==> config.mk <==
export PLATFORM = sky130hd
export DESIGN_NAME = mine_scan_sequencer
export DESIGN_NICKNAME = d
export VERILOG_FILES = /design/src/rtl/mine_scan_sequencer.sv
export SDC_FILE = /design/constraint.sdc
export NUM_CORES = 1
export LEC_CHECK = 0
export CORE_MARGIN = 10
export CORE_UTILIZATION = 42
export DETAILED_ROUTE_END_ITERATION = 8
export HOLD_SLACK_MARGIN = 0.15
export PLACE_DENSITY = 0.69
export REMOVE_ABC_BUFFERS = 1
export SETUP_SLACK_MARGIN = 0.5
export SKIP_LAST_GASP = 1
export SLEW_MARGIN = 10
export SYNTH_ARGS = -nofsm -noshare
export SYNTH_HDL_FRONTEND = slang
export SYNTH_SLANG_ARGS = --single-unit
export TNS_END_PERCENT = 100
==> constraint.sdc <==
create_clock -name clk -period 2.4 [get_ports clk]
set_input_delay 0.6 -clock clk [delete_from_list [all_inputs] [get_ports clk]]
set_output_delay 0.6 -clock clk [all_outputs]
set_load 0.05 [all_outputs]
==> src/rtl/mine_scan_sequencer.sv <==
// Self-test sequencer for Neural_net_controller: walks the four switches through
// all 16 patterns, lets each settle, then captures both indicators per pattern.
module mine_scan_sequencer #(
  parameter int SETTLE_CYCLES = 2,
  parameter int CNT_W         = 4
) (
  input  logic        clk,
  input  logic        rst,
  input  logic        start,
  input  logic        indikator_1,
  input  logic        indikator_2,
  output logic        switch_1,
  output logic        switch_2,
  output logic        switch_3,
  output logic        switch_4,
  output logic        busy,
  output logic        done,
  output logic [31:0] result,
  output logic [4:0]  mine_count
);

  typedef enum logic [1:0] {
    IDLE   = 2'd0,
    SETTLE = 2'd1,
    SAMPLE = 2'd2,
    DONE   = 2'd3
  } state_t;

  localparam logic [CNT_W-1:0] LAST_CNT = CNT_W'(SETTLE_CYCLES - 1);

  state_t             state_q, state_d;
  logic [3:0]         pattern_q, pattern_d;
  logic [CNT_W-1:0]   counter_q, counter_d;
  logic [3:0]         switches_q, switches_d;
  logic               busy_q, busy_d;
  logic               done_q, done_d;
  logic [31:0]        result_q, result_d;
  logic [4:0]         mine_count_q, mine_count_d;

  // Next-state and next-output logic; outputs derive from the next state so they are registered.
  always_comb begin
    state_d      = state_q;
    pattern_d    = pattern_q;
    counter_d    = counter_q;
    result_d     = result_q;
    mine_count_d = mine_count_q;
    case (state_q)
      IDLE: begin
        if (start) begin
          state_d      = SETTLE;
          pattern_d    = 4'd0;
          counter_d    = '0;
          result_d     = 32'd0;
          mine_count_d = 5'd0;
        end else begin
          state_d = IDLE;
        end
      end
      SETTLE: begin
        if (counter_q == LAST_CNT) begin
          state_d   = SAMPLE;
          counter_d = '0;
        end else begin
          counter_d = counter_q + {{(CNT_W-1){1'b0}}, 1'b1};
        end
      end
      SAMPLE: begin
        // Indicators are only looked at here, so settling glitches never reach the result.
        result_d[{pattern_q, 1'b0} +: 2] = {indikator_2, indikator_1};
        mine_count_d = mine_count_q + {4'd0, indikator_1};
        if (pattern_q == 4'd15) begin
          state_d = DONE;
        end else begin
          state_d   = SETTLE;
          pattern_d = pattern_q + 4'd1;
        end
      end
      DONE: begin
        state_d   = IDLE;
        pattern_d = 4'd0;
      end
      default: begin
        state_d   = IDLE;
        pattern_d = 4'd0;
        counter_d = '0;
      end
    endcase

    if (state_d == IDLE) begin
      switches_d = 4'd0;
    end else begin
      switches_d = pattern_d;
    end
    busy_d = (state_d != IDLE);
    done_d = (state_d == DONE);
  end

  // State and output registers.
  always_ff @(posedge clk or posedge rst) begin
    if (rst) begin
      state_q      <= IDLE;
      pattern_q    <= 4'd0;
      counter_q    <= '0;
      switches_q   <= 4'd0;
      busy_q       <= 1'b0;
      done_q       <= 1'b0;
      result_q     <= 32'd0;
      mine_count_q <= 5'd0;
    end else begin
      state_q      <= state_d;
      pattern_q    <= pattern_d;
      counter_q    <= counter_d;
      switches_q   <= switches_d;
      busy_q       <= busy_d;
      done_q       <= done_d;
      result_q     <= result_d;
      mine_count_q <= mine_count_d;
    end
  end

  assign switch_1   = switches_q[3];
  assign switch_2   = switches_q[2];
  assign switch_3   = switches_q[1];
  assign switch_4   = switches_q[0];
  assign busy       = busy_q;
  assign done       = done_q;
  assign result     = result_q;
  assign mine_count = mine_count_q;

endmodule

# ---- After elaboration in Yosys (flattened, before gate mapping)
# Cells that the tools add are included.
dict set report word_totals {
  reg_bits 53
  inputBits 5
  output_inout_bits 43
}
dict set report op_classes {
  addsub 4
  n_eq_ne 7
  n_shift 2
  n_mux 16
  n_reduce_logical 7
}
# op n
set op_table {}
lappend op_table {{$pmux 32 s2} 1}
lappend op_table {{$bwmux 32} 1}
lappend op_table {{$mux 32} 1}
lappend op_table {{$shift 2x7->32 const A} 1}
lappend op_table {{$shiftx 2x7->32} 1}
lappend op_table {{$mux 4} 5}
lappend op_table {{$pmux 4 s3} 1}
lappend op_table {{$pmux 5 s2} 1}
lappend op_table {{$add 4x1->4 const B} 2}
lappend op_table {{$pmux 2 s4} 1}
lappend op_table {{$pmux 4 s2} 1}
lappend op_table {{$neg 5->7} 1}
lappend op_table {{$eq 2x2->1 const B} 3}
lappend op_table {{$reduce_bool 2->1} 3}
lappend op_table {{$add 5x1->5} 1}
lappend op_table {{$mux 5} 1}
lappend op_table {{$eq 4x1->1 const B} 1}
lappend op_table {{$eq 4x4->1 const B} 1}
lappend op_table {{$logic_not 2->1} 2}
lappend op_table {{$mux 2} 2}
lappend op_table {{$reduce_and 2->1} 2}
lappend op_table {{$eq 2x1->1 const B} 1}
lappend op_table {{$ne 2x2->1 const B} 1}
lappend op_table {{$mux 1} 1}

# ---- Depth between registers and ports, before layout
# Gate-level depths: netlist of run 1.
dict set report logic_depth {
  ltp_word 5
  ltp_mapped 7
  depth_no_buf 6
}

# ---- Least setup slack after synthesis of run 1
# Ideal clock, no wire load.
dict set report synth_timing {
  path_kind {register to register}
  from {register pattern_q[0]}
  to {register result_q[24], in the netlist result[24]}
  setup_time_ns 0.079
  arrival_time_ns 2.192
  t_required_ns 2.321
  setup_slack_ns 0.128
  stages_incl_launch_ff 7
  path_buffers 1
  period_less_slack_ns 2.272
  cell_sequence {dfrtp_1 -> buf_1 -> inv_1 -> ha_1 -> or4_4 -> nor3_4 -> mux2i_1}
}
dict set report synth_between {
  elab_chain_cells 4
  word_cells_on_any_way 5
}
# item line
set synth_lines {}
lappend synth_lines {{from (decl)} 32} ;# logic [3:0] pattern_q, pattern_d;
lappend synth_lines {{from (signal assigned)} 111} ;# pattern_q <= pattern_d;
lappend synth_lines {{$neg 5->7 *} 69} ;# result_d[{pattern_q, 1'b0} +: 2] = {indikator_2, indikator_1};
lappend synth_lines {{$shiftx 2x7->32 / $shift 2x7->32 (equally long branches)} 69}
lappend synth_lines {{$bwmux 32 *} 69}
lappend synth_lines {{$pmux 32 s2 *} 47} ;# case (state_q)
lappend synth_lines {{to (signal assigned)} 116} ;# result_q <= result_d;
lappend synth_lines {{to (decl)} 37} ;# logic [31:0] result_q, result_d;
# Mark *: on every way between the ends. The rest lies on a longest branch, timed or not.
# A chain may end at the register's enable or synchronous reset.

# ---- Worst setup path after layout of run 1
dict set report layout_timing {
  from {register mine_count_q[4], in the netlist mine_count[4]}
  to {output mine_count[4]}
}
# item line
set layout_lines {}
lappend layout_lines {{from (decl)} 38} ;# logic [4:0] mine_count_q, mine_count_d;
lappend layout_lines {{from (signal assigned)} 117} ;# mine_count_q <= mine_count_d;
lappend layout_lines {{to (decl)} 19} ;# output logic [4:0] mine_count
# No word-level cell between the ends.

==> flow_metrics.py, run 1 <==
metrics = {
    "run_status": {
        "run_status": "complete, no violations",
    },
    "hold_path": {
        "path_type_of_the_worst_min_delay_path": "register to register",
        "hold_depth": 2,
    },
    "die": {
        "horiz_die_dim_microns": 99.4,
        "core_area_sq_um": 6030,
        "initial_utilization_pct": 44.0,
        "fp-row-count": 28,
        "die_outline_area_sq_um": 9880,
        "die_h_microns": 99.4,
        "io_pins": 48,
    },
    "cts": {
        "post_cts.repair.setup_buffers": 0,
        "cts_inserted_buffers": 5,
        "tritoncts_clock_tree": "done",
        "cts_max_path_buffers": 2,
        "htree_num_levels": 2,
        "worst_setup_hold_path_clk_slew_ps": 90,
        "clk-insertion-delay-late_ps": 310,
        "cts_num_sinks": 53,
        "clock_tree.root_cell": "sky130_fd_sc_hd__clkbuf_8",
    },
    "yosys": {
        "synth.top_cell.area_share_pct": 50.1,
        "asyncSetResetFlopFracSynth_pct": 100,
        "synth_top_cell_by_area": "sky130_fd_sc_hd__dfrtp_1",
        "post_synth_main_area_contributors": "sky130_fd_sc_hd__dfrtp_1 (50%), sky130_fd_sc_hd__mux2i_1 (12%), sky130_fd_sc_hd__nand2_1 (6.7%)",
        "synth.avg_cell_area_sq_um": 10.2,
        "yosysUniqueCellTypes": 43,
        "synth-adder-area-share_pct": 3.78,
        "yosys.area_share.xor_xnor_pct": 0.992,
        "synth-main-ff-cell": "sky130_fd_sc_hd__dfrtp_1",
        "synth_seq_cells": 53,
        "post_synth_mux_area_share_pct": 12.1,
        "dominant_combinational_cell_family_by_area_after_synthesis": "simple AND/OR/NAND/NOR gates",
        "synth-simple-area-share_pct": 20.8,
        "synth-warning-count": 0,
        "synth.yosys.seq_area_share_pct": 50.1,
        "edff_count_synth": 0,
        "complex_gate_fraction_of_the_synthesized_area_pct": 9.16,
        "synthesis.area_sq_um": 2650,
        "netlist_instances": 260,
    },
    "final_layout": {
        "multi_input_comb_area_sq_um": 1280,
        "area_delta_synth_final_pct": 25.0,
        "final_common_cell": "sky130_fd_sc_hd__dfrtp_1",
        "seqCellArea_sq_um": 1330,
        "finalNonFillerCells": 383,
        "most-common-layout-cells": "sky130_fd_sc_hd__dfrtp_1 (49), sky130_fd_sc_hd__nand2_1 (47), sky130_fd_sc_hd__dlygate4sd2_1 (40)",
        "antenna-diode-count": 0,
        "post_route_cells_drive_above_1_share_pct": 10.4,
        "fill_cells": 569,
        "design.final.nets": 321,
    },
    "drt": {
        "wl_met2_microns": 2910,
        "m1WireLength_microns": 2800,
        "vias": 2010,
        "viasPerCell": 5.25,
        "detail_route.wl_per_cell_microns": 16.0,
        "routed_wirelength_microns": 6120,
        "maxUsedRoutingLayer": "met4",
        "drt_pass1_iterations": 4,
        "detail-route-antenna-nets": 0,
        "met3WireLength_microns": 332,
        "drt-initial-drc-count": 100,
        "drc": 0,
    },
    "critical_path": {
        "cp_max_fo": 4,
        "timing.setup.critical_path_class": "register to primary output",
        "cp_slowest_cell": "sky130_fd_sc_hd__dlygate4sd2_1",
        "cp_data_arrival_time_ps": 1260,
        "critical-path-max-stage-delay_ps": 550,
        "critPathCaptureType": "primary output",
        "worstPathCellList": "dlygate4sd2_1",
        "cp_top_family": "buffers and inverters",
        "worstSetupStartpointType": "register",
        "worstPathRequired_ps": 1800,
        "timing.critical_path.depth": 1,
        "rr_worst_depth": 5,
        "worst-path-buf-inv": 1,
    },
    "place": {
        "dpl.hpwl_microns": 4360,
        "buffer_ports.inserted": 47,
        "dp.cells": 376,
        "routabilityCongestion": 0.803,
    },
    "job": {
        "max_cap_viol_count": 0,
    },
    "global_route": {
        "grt_remaining_overflow": 0,
        "grt_pass1_wl_microns": 10500,
        "antenna_found_initial": 0,
        "grt_pass1_vias": 2079,
        "track_usage_pct": 12.7,
        "maximum_number_of_pins_on_one_net_before_global_route_repair": 54,
    },
    "sta": {
        "setup_repair_after_global_routing_missed_its_margin": "false",
        "period_needed_ps": 1860,
        "hold_violations": 0,
        "timing.slew.headroom_pct": 56.4,
        "finalClockSkew_ps": 4.52,
        "min_period_over_period_pct": 77.7,
        "timing.setup.tns_ps": 0,
        "finalSetupViolCount": 0,
        "tightestPinTransition_ps": 647,
        "timing.final.max_slew_violations": 0,
        "timing.fmax_mhz": 536,
    },
    "pwr": {
        "ratio_of_total_power_to_cell_area_nw_per_um2": 826,
        "static-leakage-power_nw": 1.75,
        "irDropWorstVdd_mv": 0.410,
    },
}
[power by group]
group | internal [mW] | switching [mW]
Clock | 0.304 | 0.297
Combinational | 0.321 | 0.713
Sequential | 0.992 | 0.107
Total | 1.62 | 1.12
[timing repair]
action                     in CTS  in global routing
pin swaps                       1                  2
resized for setup              46                 14
hold buffers                    0                  0
setup endpoints to repair      53                 24
[final cells by class]
cell class	instances	share of cell area, %
Tap cell	75	2.83
Clock inverter	2	1.06
Multi-Input combinational cell	188	38.8
Clock buffer	5	2.08
Timing Repair Buffer	52	14.1
Sequential cell	53	40.2
Inverter	8	0.907
[worst paths after layout]
check | from | end | slack (ps)
max in group asynchronous | rst | state_q[0]$_DFF_PP0_ | 1490
min reg2reg | result[23]$_DFFE_PP0P_ | result[23]$_DFFE_PP0P_ | 520
max | mine_count[4]$_DFFE_PP0P_ | mine_count[4] | 540
min in group asynchronous | rst | mine_count[0]$_DFFE_PP0P_ | 640
min | result[23]$_DFFE_PP0P_ | result[23]$_DFFE_PP0P_ | 520
max reg2reg | pattern_q[1]$_DFF_PP0_ | result[25]$_DFFE_PP0P_ | 600
[kinds of logic (layout without fill, tap and decap cells)]
logic type | count (synthesis) | in the layout
AOI/OAI and AO/OA | 37 | 37
xor gates and xnor gates | 3 | 3
adders and majority gates | 8 | 8
buffers and inverters | 19 | 67
DFF | 53 | 53
muxes | 32 | 32
and+or+nand+nor | 108 | 108
[synthesized netlist by cell type (2+ instances only)]
master / number
sky130_fd_sc_hd__clkbuf_1: 6
sky130_fd_sc_hd__nand2b_1: 4
sky130_fd_sc_hd__inv_1: 8
sky130_fd_sc_hd__nand2_1: 47
sky130_fd_sc_hd__nor3_1: 3
sky130_fd_sc_hd__nand3_1: 11
sky130_fd_sc_hd__nand4_1: 8
sky130_fd_sc_hd__nor3_2: 2
sky130_fd_sc_hd__o21ai_1: 2
sky130_fd_sc_hd__ha_1: 8
sky130_fd_sc_hd__xor2_1: 2
sky130_fd_sc_hd__nor2_1: 17
sky130_fd_sc_hd__and3_1: 2
sky130_fd_sc_hd__a22o_1: 2
sky130_fd_sc_hd__nor2b_1: 3
sky130_fd_sc_hd__a21o_1: 7
sky130_fd_sc_hd__dfrtp_1: 53
sky130_fd_sc_hd__buf_1: 2
sky130_fd_sc_hd__mux2i_1: 32
sky130_fd_sc_hd__a21oi_1: 6
sky130_fd_sc_hd__o21ai_0: 12
sky130_fd_sc_hd__buf_2: 2
[per-stage QoR]
step	utilization, %	total power [mW]	hold WS [ps]	setup slack [ps]	area (sq um)
after floorplan	-	1.80	492	277	2600
after global placement	53.3	2.12	501	369	3210
after detailed placement	53.3	2.14	510	304	3210
after CTS	54.4	2.71	526	489	3280
after global routing	54.9	2.91	543	502	3310
final	54.9	2.73	524	536	3310
[sequential cells by signal, summed over array words and instances (netlist names)]
register	flops
mine_count	5
done	1
state_q	2
result	32
pattern_q	4
counter_q	4
switches_q	4
busy	1
[layer usage]
metal / track usage (%) / vias to the layer above
li1: - / 998
met1: 16.0 / 967
met2: 20.6 / 40
met3: 3.74 / 5
met4: 3.64 / 0
met5: 0 / -
Power figures use the tool's default switching activity.
==> run 2, diff against run 1 <==
--- a/config.mk
+++ b/config.mk
@@ -9,7 +9,7 @@
 export CORE_UTILIZATION = 42
 export DETAILED_ROUTE_END_ITERATION = 8
 export HOLD_SLACK_MARGIN = 0.15
-export PLACE_DENSITY = 0.69
+export PLACE_DENSITY = 0.66
 export REMOVE_ABC_BUFFERS = 1
 export SETUP_SLACK_MARGIN = 0.5
 export SKIP_LAST_GASP = 1
==> constraint.sdc (replaced) <==
create_clock -name clk -period 1.9 [get_ports clk]
set_input_delay 0.475 -clock clk [delete_from_list [all_inputs] [get_ports clk]]
set_output_delay 0.475 -clock clk [all_outputs]
set_load 0.05 [all_outputs]
==> run 2 against run 1 <==
Clock power is 4.3% higher. Final area increased by 11%. Worst hold slack worse by 5.0 ps. Critical path depth grew 4. Setup slack lost 320 ps. First-iteration DRC count increased by 53%.
==> flow_metrics.py, run 2 (same netlist as run 1, synthesis figures left out) <==
metrics = {
    "final_layout": {
        "antenna-diode-count": 0,
        "multi_input_comb_area_sq_um": 1390,
        "largest_reg_flops": 32,
        "area_delta_synth_final_pct": 38.6,
        "post_route_cells_drive_above_1_share_pct": 35.2,
        "seqCellArea_sq_um": 1330,
        "final_common_cell": "sky130_fd_sc_hd__dfrtp_1",
        "fill_cells": 518,
        "most-common-layout-cells": "sky130_fd_sc_hd__dfrtp_1 (50), sky130_fd_sc_hd__nand2_1 (47), sky130_fd_sc_hd__buf_4 (39)",
        "design.final.nets": 347,
        "finalNonFillerCells": 410,
    },
    "sta": {
        "period_needed_ps": 1680,
        "hold_violations": 0,
        "finalClockSkew_ps": 8.66,
        "min_period_over_period_pct": 88.5,
        "timing.final.max_slew_violations": 0,
        "finalSetupViolCount": 0,
        "timing.slew.headroom_pct": 75.3,
        "timing.fmax_mhz": 595,
        "setup_repair_after_global_routing_missed_its_margin": "true",
        "tightestPinTransition_ps": 370,
        "hold_ws_ps": 519,
        "timing.setup.tns_ps": 0,
    },
    "pwr": {
        "irDropWorstVdd_mv": 0.580,
        "power.total_mw": 3.78,
        "ratio_of_total_power_to_cell_area_nw_per_um2": 1030,
        "static-leakage-power_nw": 1.81,
    },
    "drt": {
        "drt-initial-drc-count": 153,
        "detail-route-antenna-nets": 0,
        "drt_pass1_iterations": 4,
        "viasPerCell": 5.27,
        "detail_route.wl_per_cell_microns": 16.2,
        "routed_wirelength_microns": 6640,
        "vias": 2162,
        "drc": 0,
    },
    "global_route": {
        "grt_remaining_overflow": 0,
        "antenna_found_initial": 0,
        "maximum_number_of_pins_on_one_net_before_global_route_repair": 54,
        "grt_pass1_vias": 2134,
        "track_usage_pct": 13.4,
        "grt_pass1_wl_microns": 11000,
    },
    "hold_path": {
        "path_type_of_the_worst_min_delay_path": "input port to asynchronous set/reset pin",
    },
    "cts": {
        "htree_num_levels": 2,
        "clk-insertion-delay-late_ps": 310,
        "cts_max_path_buffers": 2,
        "tritoncts_clock_tree": "done",
        "worst_setup_hold_path_clk_slew_ps": 100,
        "cts_num_sinks": 53,
        "holdBufCountCts": 0,
        "clock_tree.root_cell": "sky130_fd_sc_hd__clkbuf_8",
        "cts_inserted_buffers": 5,
    },
    "run_status": {
        "run_status": "complete, no violations",
    },
    "critical_path": {
        "r2r_setup_slack_ps": 220,
        "rr_endpoint": "result[24]$_DFFE_PP0P_",
        "critPathCaptureType": "register",
        "worstPathRequired_ps": 2130,
        "cp_max_fo": 3,
        "rr_worst_depth": 5,
        "worstSetupStartpointType": "register",
        "worst_setup_path_startpoint": "pattern_q[1]$_DFF_PP0_",
        "timing.setup.critical_path_class": "register to register",
        "cp_data_arrival_time_ps": 1920,
        "crit-reg2reg-launch": "pattern_q[1]$_DFF_PP0_",
        "critical_path.endpoint": "result[24]$_DFFE_PP0P_",
    },
    "place": {
        "routabilityCongestion": 0.841,
        "dpl.hpwl_microns": 4540,
        "buffer_ports.inserted": 47,
        "dp.cells": 388,
    },
    "die": {
        "die_h_microns": 99.4,
        "core_area_sq_um": 6030,
        "die_outline_area_sq_um": 9880,
        "io_pins": 48,
        "initial_utilization_pct": 44.0,
        "horiz_die_dim_microns": 99.4,
        "fp-row-count": 28,
    },
    "job": {
        "max_cap_viol_count": 0,
    },
}
-- run 2: changes by cell type in the layout (fill, tap and decap cells not counted), moves of 3 or more --
cell | previous run | this run
sky130_fd_sc_hd__nor2_1 | 17 | 14
sky130_fd_sc_hd__dlygate4sd2_1 | 40 | 2
sky130_fd_sc_hd__buf_4 | 4 | 39
sky130_fd_sc_hd__nor2b_4 | 0 | 3
sky130_fd_sc_hd__buf_6 | 0 | 33
sky130_fd_sc_hd__ha_1 | 7 | 4
sky130_fd_sc_hd__nor2b_1 | 3 | 0
-- run 2: layout make-up --
type | count | area share [%]
Clock buffer | 6 | 1.98
Clock inverter | 2 | 0.273
Inverter | 8 | 0.818
Multi-Input combinational cell | 188 | 37.9
Sequential cell | 53 | 36.2
Tap cell | 75 | 2.56
Timing Repair Buffer | 78 | 20.2
-- run 2: through the flow --
step                      instance area, sq um  setup slack [ps]  util (%)
final                                     3670               219      60.9
after global routing                      3670               140      60.9
after CTS                                 3510               224      58.2
after detailed placement                  3210              2.94      53.2
after global placement                    3210              78.1      53.2
after floorplan                           2600              -223         -
-- run 2: worst min path at each step --
| stage | from | cells past startpoint | endpoint | slack [ps] |
|---|---|---|---|---|
| floorplan | counter_q[3]$_DFFE_PP0P_ | 2 | counter_q[3]$_DFFE_PP0P_ | 490 |
| global placement | result[1]$_DFFE_PP0P_ | 2 | result[1]$_DFFE_PP0P_ | 500 |
| detailed placement | result[1]$_DFFE_PP0P_ | 2 | result[1]$_DFFE_PP0P_ | 500 |
| CTS | rst | 3 | mine_count[1]$_DFFE_PP0P_ | 530 |
| global route | rst | 3 | mine_count[1]$_DFFE_PP0P_ | 540 |
| finish | rst | 3 | mine_count[1]$_DFFE_PP0P_ | 520 |
-- run 2: worst max-delay path, cell delays in order, from the launching register on --
cell and delay, ps:
sky130_fd_sc_hd__dfrtp_1 390, sky130_fd_sc_hd__inv_2 90, sky130_fd_sc_hd__ha_4 210, sky130_fd_sc_hd__or4_4 520
sky130_fd_sc_hd__nor3_4 180, sky130_fd_sc_hd__mux2i_1 220
-- run 2: timing repair --
| item | CTS | global route |
|---|---|---|
| pin swaps | 14 | 2 |
| endpoints found under the hold margin | 0 | 0 |
| gates resized for setup | 44 | 30 |
| buffers inserted | 9 | 5 |
| endpoints found under the setup margin | 48 | 72 |
-- run 2: power by group --
group,total (mW),internal [mW],switching [mW]
combinational,1.77,0.707,1.07
sequential,1.38,1.25,0.123
clock,0.627,0.257,0.370
-- run 2: metal layers --
metal / track usage, % / vias to the layer above / wire [microns] / share of wire (%)
met2: 20.9 / 53 / 3190 / 48
met5: 0 / - / 0 / 0
met4: 4.30 / 0 / 101 / 1.5
met3: 3.53 / 8 / 359 / 5.4
li1: - / 1046 / - / -
met1: 17.5 / 1055 / 2990 / 45
==> run 3, diff against run 2 <==
--- a/config.mk
+++ b/config.mk
@@ -8,6 +8,7 @@
 export CORE_MARGIN = 10
 export CORE_UTILIZATION = 42
 export DETAILED_ROUTE_END_ITERATION = 8
+export GPL_TIMING_DRIVEN = 0
 export HOLD_SLACK_MARGIN = 0.15
 export PLACE_DENSITY = 0.66
 export REMOVE_ABC_BUFFERS = 1
==> run 3 against run 2 <==
Sequential power hardly changed. Maximum frequency fell by 7.9%. Clock skew is 0.96 ps lower. Register-to-register slack lost 140 ps. Clock-buffer cell count is 1 higher. Setup slack got worse by 140 ps. Sequential share of layout area decreased by 4.0 points.
==> flow_metrics.py, run 3 (same netlist as run 1, synthesis figures left out) <==
metrics = {
    "global_route": {
        "grt.busiest_layer": "met2",
        "groute.layer.met3.usage_pct": 4.08,
        "antenna_found_initial": 0,
        "grt_pass1_wl_microns": 11900,
        "grt_remaining_overflow": 0,
        "maximum_number_of_pins_on_one_net_before_global_route_repair": 32,
        "grt.met2_usage_pct": 22.9,
        "grt_util_met1_pct": 19.1,
        "track_usage_pct": 14.8,
        "grt_pass1_vias": 2215,
    },
    "sta": {
        "setup_repair_after_global_routing_missed_its_margin": "true",
        "timing.fmax_mhz": 548,
        "finalClockSkew_ps": 7.69,
        "timing.final.max_slew_violations": 0,
        "timing.slew.headroom_pct": 66.4,
        "min_period_over_period_pct": 96.1,
        "finalSetupViolCount": 0,
        "period_needed_ps": 1830,
        "timing.setup.tns_ps": 0,
        "tightestPinTransition_ps": 503,
        "hold_violations": 0,
    },
    "pwr": {
        "static-leakage-power_nw": 1.98,
        "irDropWorstVdd_mv": 0.775,
        "power.total_mw": 4.75,
        "ratio_of_total_power_to_cell_area_nw_per_um2": 1150,
    },
    "cts": {
        "cts_inserted_buffers": 5,
        "cts_max_path_buffers": 2,
        "cts_num_sinks": 53,
        "worst_setup_hold_path_clk_slew_ps": 100,
        "tritoncts_clock_tree": "done",
        "htree_num_levels": 2,
        "clk-insertion-delay-late_ps": 310,
        "holdBufCountCts": 0,
        "clock_tree.root_cell": "sky130_fd_sc_hd__clkbuf_8",
    },
    "hold_path": {
        "hold_path.startpoint": "indikator_1",
        "hold_depth": 3,
        "path_type_of_the_worst_min_delay_path": "input port to register",
        "hold_path_sink": "result[30]$_DFFE_PP0P_",
    },
    "final_layout": {
        "most-common-layout-cells": "sky130_fd_sc_hd__dfrtp_1 (47), sky130_fd_sc_hd__buf_6 (47), sky130_fd_sc_hd__nand2_1 (45)",
        "post_route_cells_drive_above_1_share_pct": 46.5,
        "largest_reg_flops": 32,
        "design.final.nets": 367,
        "antenna-diode-count": 0,
        "area_delta_synth_final_pct": 56.5,
    },
    "die": {
        "initial_utilization_pct": 44.0,
        "horiz_die_dim_microns": 99.4,
        "die_outline_area_sq_um": 9880,
        "die_h_microns": 99.4,
        "fp-row-count": 28,
        "core_area_sq_um": 6030,
        "io_pins": 48,
    },
    "drt": {
        "drt_pass1_iterations": 4,
        "detail_route.wl_per_cell_microns": 19.3,
        "viasPerCell": 5.54,
        "drt-initial-drc-count": 252,
        "vias": 2384,
        "detail-route-antenna-nets": 0,
        "routed_wirelength_microns": 8290,
        "drc": 0,
    },
    "run_status": {
        "run_status": "complete, no violations",
    },
    "critical_path": {
        "critPathCaptureType": "register",
        "rr_worst_depth": 7,
        "worstSetupStartpointType": "register",
        "r2r_setup_slack_ps": 70,
        "rr_endpoint": "result[8]$_DFFE_PP0P_",
        "timing.setup.critical_path_class": "register to register",
        "crit-reg2reg-launch": "pattern_q[0]$_DFF_PP0_",
        "worstPathRequired_ps": 2090,
        "cp_max_fo": 4,
        "cp_data_arrival_time_ps": 2020,
    },
    "place": {
        "dpl.hpwl_microns": 4230,
        "buffer_ports.inserted": 47,
        "routabilityCongestion": 0.743,
    },
    "job": {
        "max_cap_viol_count": 0,
    },
}
[run 3: cell count changes in the layout (fill, tap and decap cells not counted), moves of 3 or more]
| cell | before | now |
|---|---|---|
| sky130_fd_sc_hd__nand3_1 | 10 | 5 |
| sky130_fd_sc_hd__nor2_4 | 3 | 7 |
| sky130_fd_sc_hd__o21ai_1 | 2 | 7 |
| sky130_fd_sc_hd__buf_6 | 33 | 47 |
| sky130_fd_sc_hd__clkbuf_4 | 0 | 3 |
| sky130_fd_sc_hd__dfrtp_1 | 50 | 47 |
| sky130_fd_sc_hd__nor2_1 | 14 | 8 |
| sky130_fd_sc_hd__nand3_4 | 0 | 4 |
| sky130_fd_sc_hd__o21ai_0 | 10 | 4 |
[run 3: worst max-delay path: stages (launching register included)]
cell	delay [ps]
sky130_fd_sc_hd__dfrtp_2	420
sky130_fd_sc_hd__inv_2	70
sky130_fd_sc_hd__ha_4	180
sky130_fd_sc_hd__or2_4	260
sky130_fd_sc_hd__o31ai_4	330
sky130_fd_sc_hd__buf_4	200
sky130_fd_sc_hd__nand3b_4	100
sky130_fd_sc_hd__mux2i_1	140
[run 3: stage by stage]
| step | setup WS [ps] | util, % | area, sq um | hold WS [ps] | instances |
|---|---|---|---|---|---|
| 6_report | 74.7 | 68.8 | 4150 | 473 | 430 |
| 5_1_grt | 48.0 | 68.8 | 4150 | 478 | 430 |
| 4_1_cts | 169 | 61.8 | 3720 | 532 | 409 |
| 3_5_place_dp | -708 | 52.8 | 3180 | 496 | 372 |
| 3_3_place_gp | -902 | 52.5 | 3160 | 501 | 371 |
| 2_1_floorplan | -223 | - | 2600 | 492 | 249 |
[run 3: worst max path at each step]
stage                           startpoint                endpoint  cells past startpoint
finish              pattern_q[0]$_DFF_PP0_   result[8]$_DFFE_PP0P_                      7
floorplan           pattern_q[0]$_DFF_PP0_  result[24]$_DFFE_PP0P_                      5
global placement                       rst  result[13]$_DFFE_PP0P_                      2
global route        pattern_q[0]$_DFF_PP0_   result[3]$_DFFE_PP0P_                      6
detailed placement                   start   result[0]$_DFFE_PP0P_                      4
CTS                 pattern_q[0]$_DFF_PP0_   result[8]$_DFFE_PP0P_                      7
[run 3: report_power, final]
| group | internal [mW] | switching (mW) |
|---|---|---|
| Clock | 0.430 | 0.377 |
| Combinational | 1.13 | 1.43 |
| Sequential | 1.26 | 0.127 |
[run 3: area by class of cell]
cell class | count | area, sq um
Timing Repair Buffer | 97 | 973
Fill cell | 442 | 1880
Clock inverter | 1 | 30.0
Multi-Input combinational cell | 189 | 1590
Inverter | 8 | 40.0
Sequential cell | 53 | 1340
Clock buffer | 7 | 86.3
Tap cell | 75 | 93.8
[run 3: timing repair]
| item | CTS | global route |
|---|---|---|
| pin swaps | 18 | 24 |
| endpoints found under the setup margin | 92 | 80 |
| buffers inserted | 28 | 20 |
| gates resized for setup | 333 | 69 |
| endpoints found under the hold margin | 0 | 0 |
| cloned | 1 | 1 |
[run 3: routing by layer]
layer,vias up,wire length [microns]
met5,-,0
met4,0,216
met3,17,515
met2,83,4100
met1,1183,3450
li1,1101,-
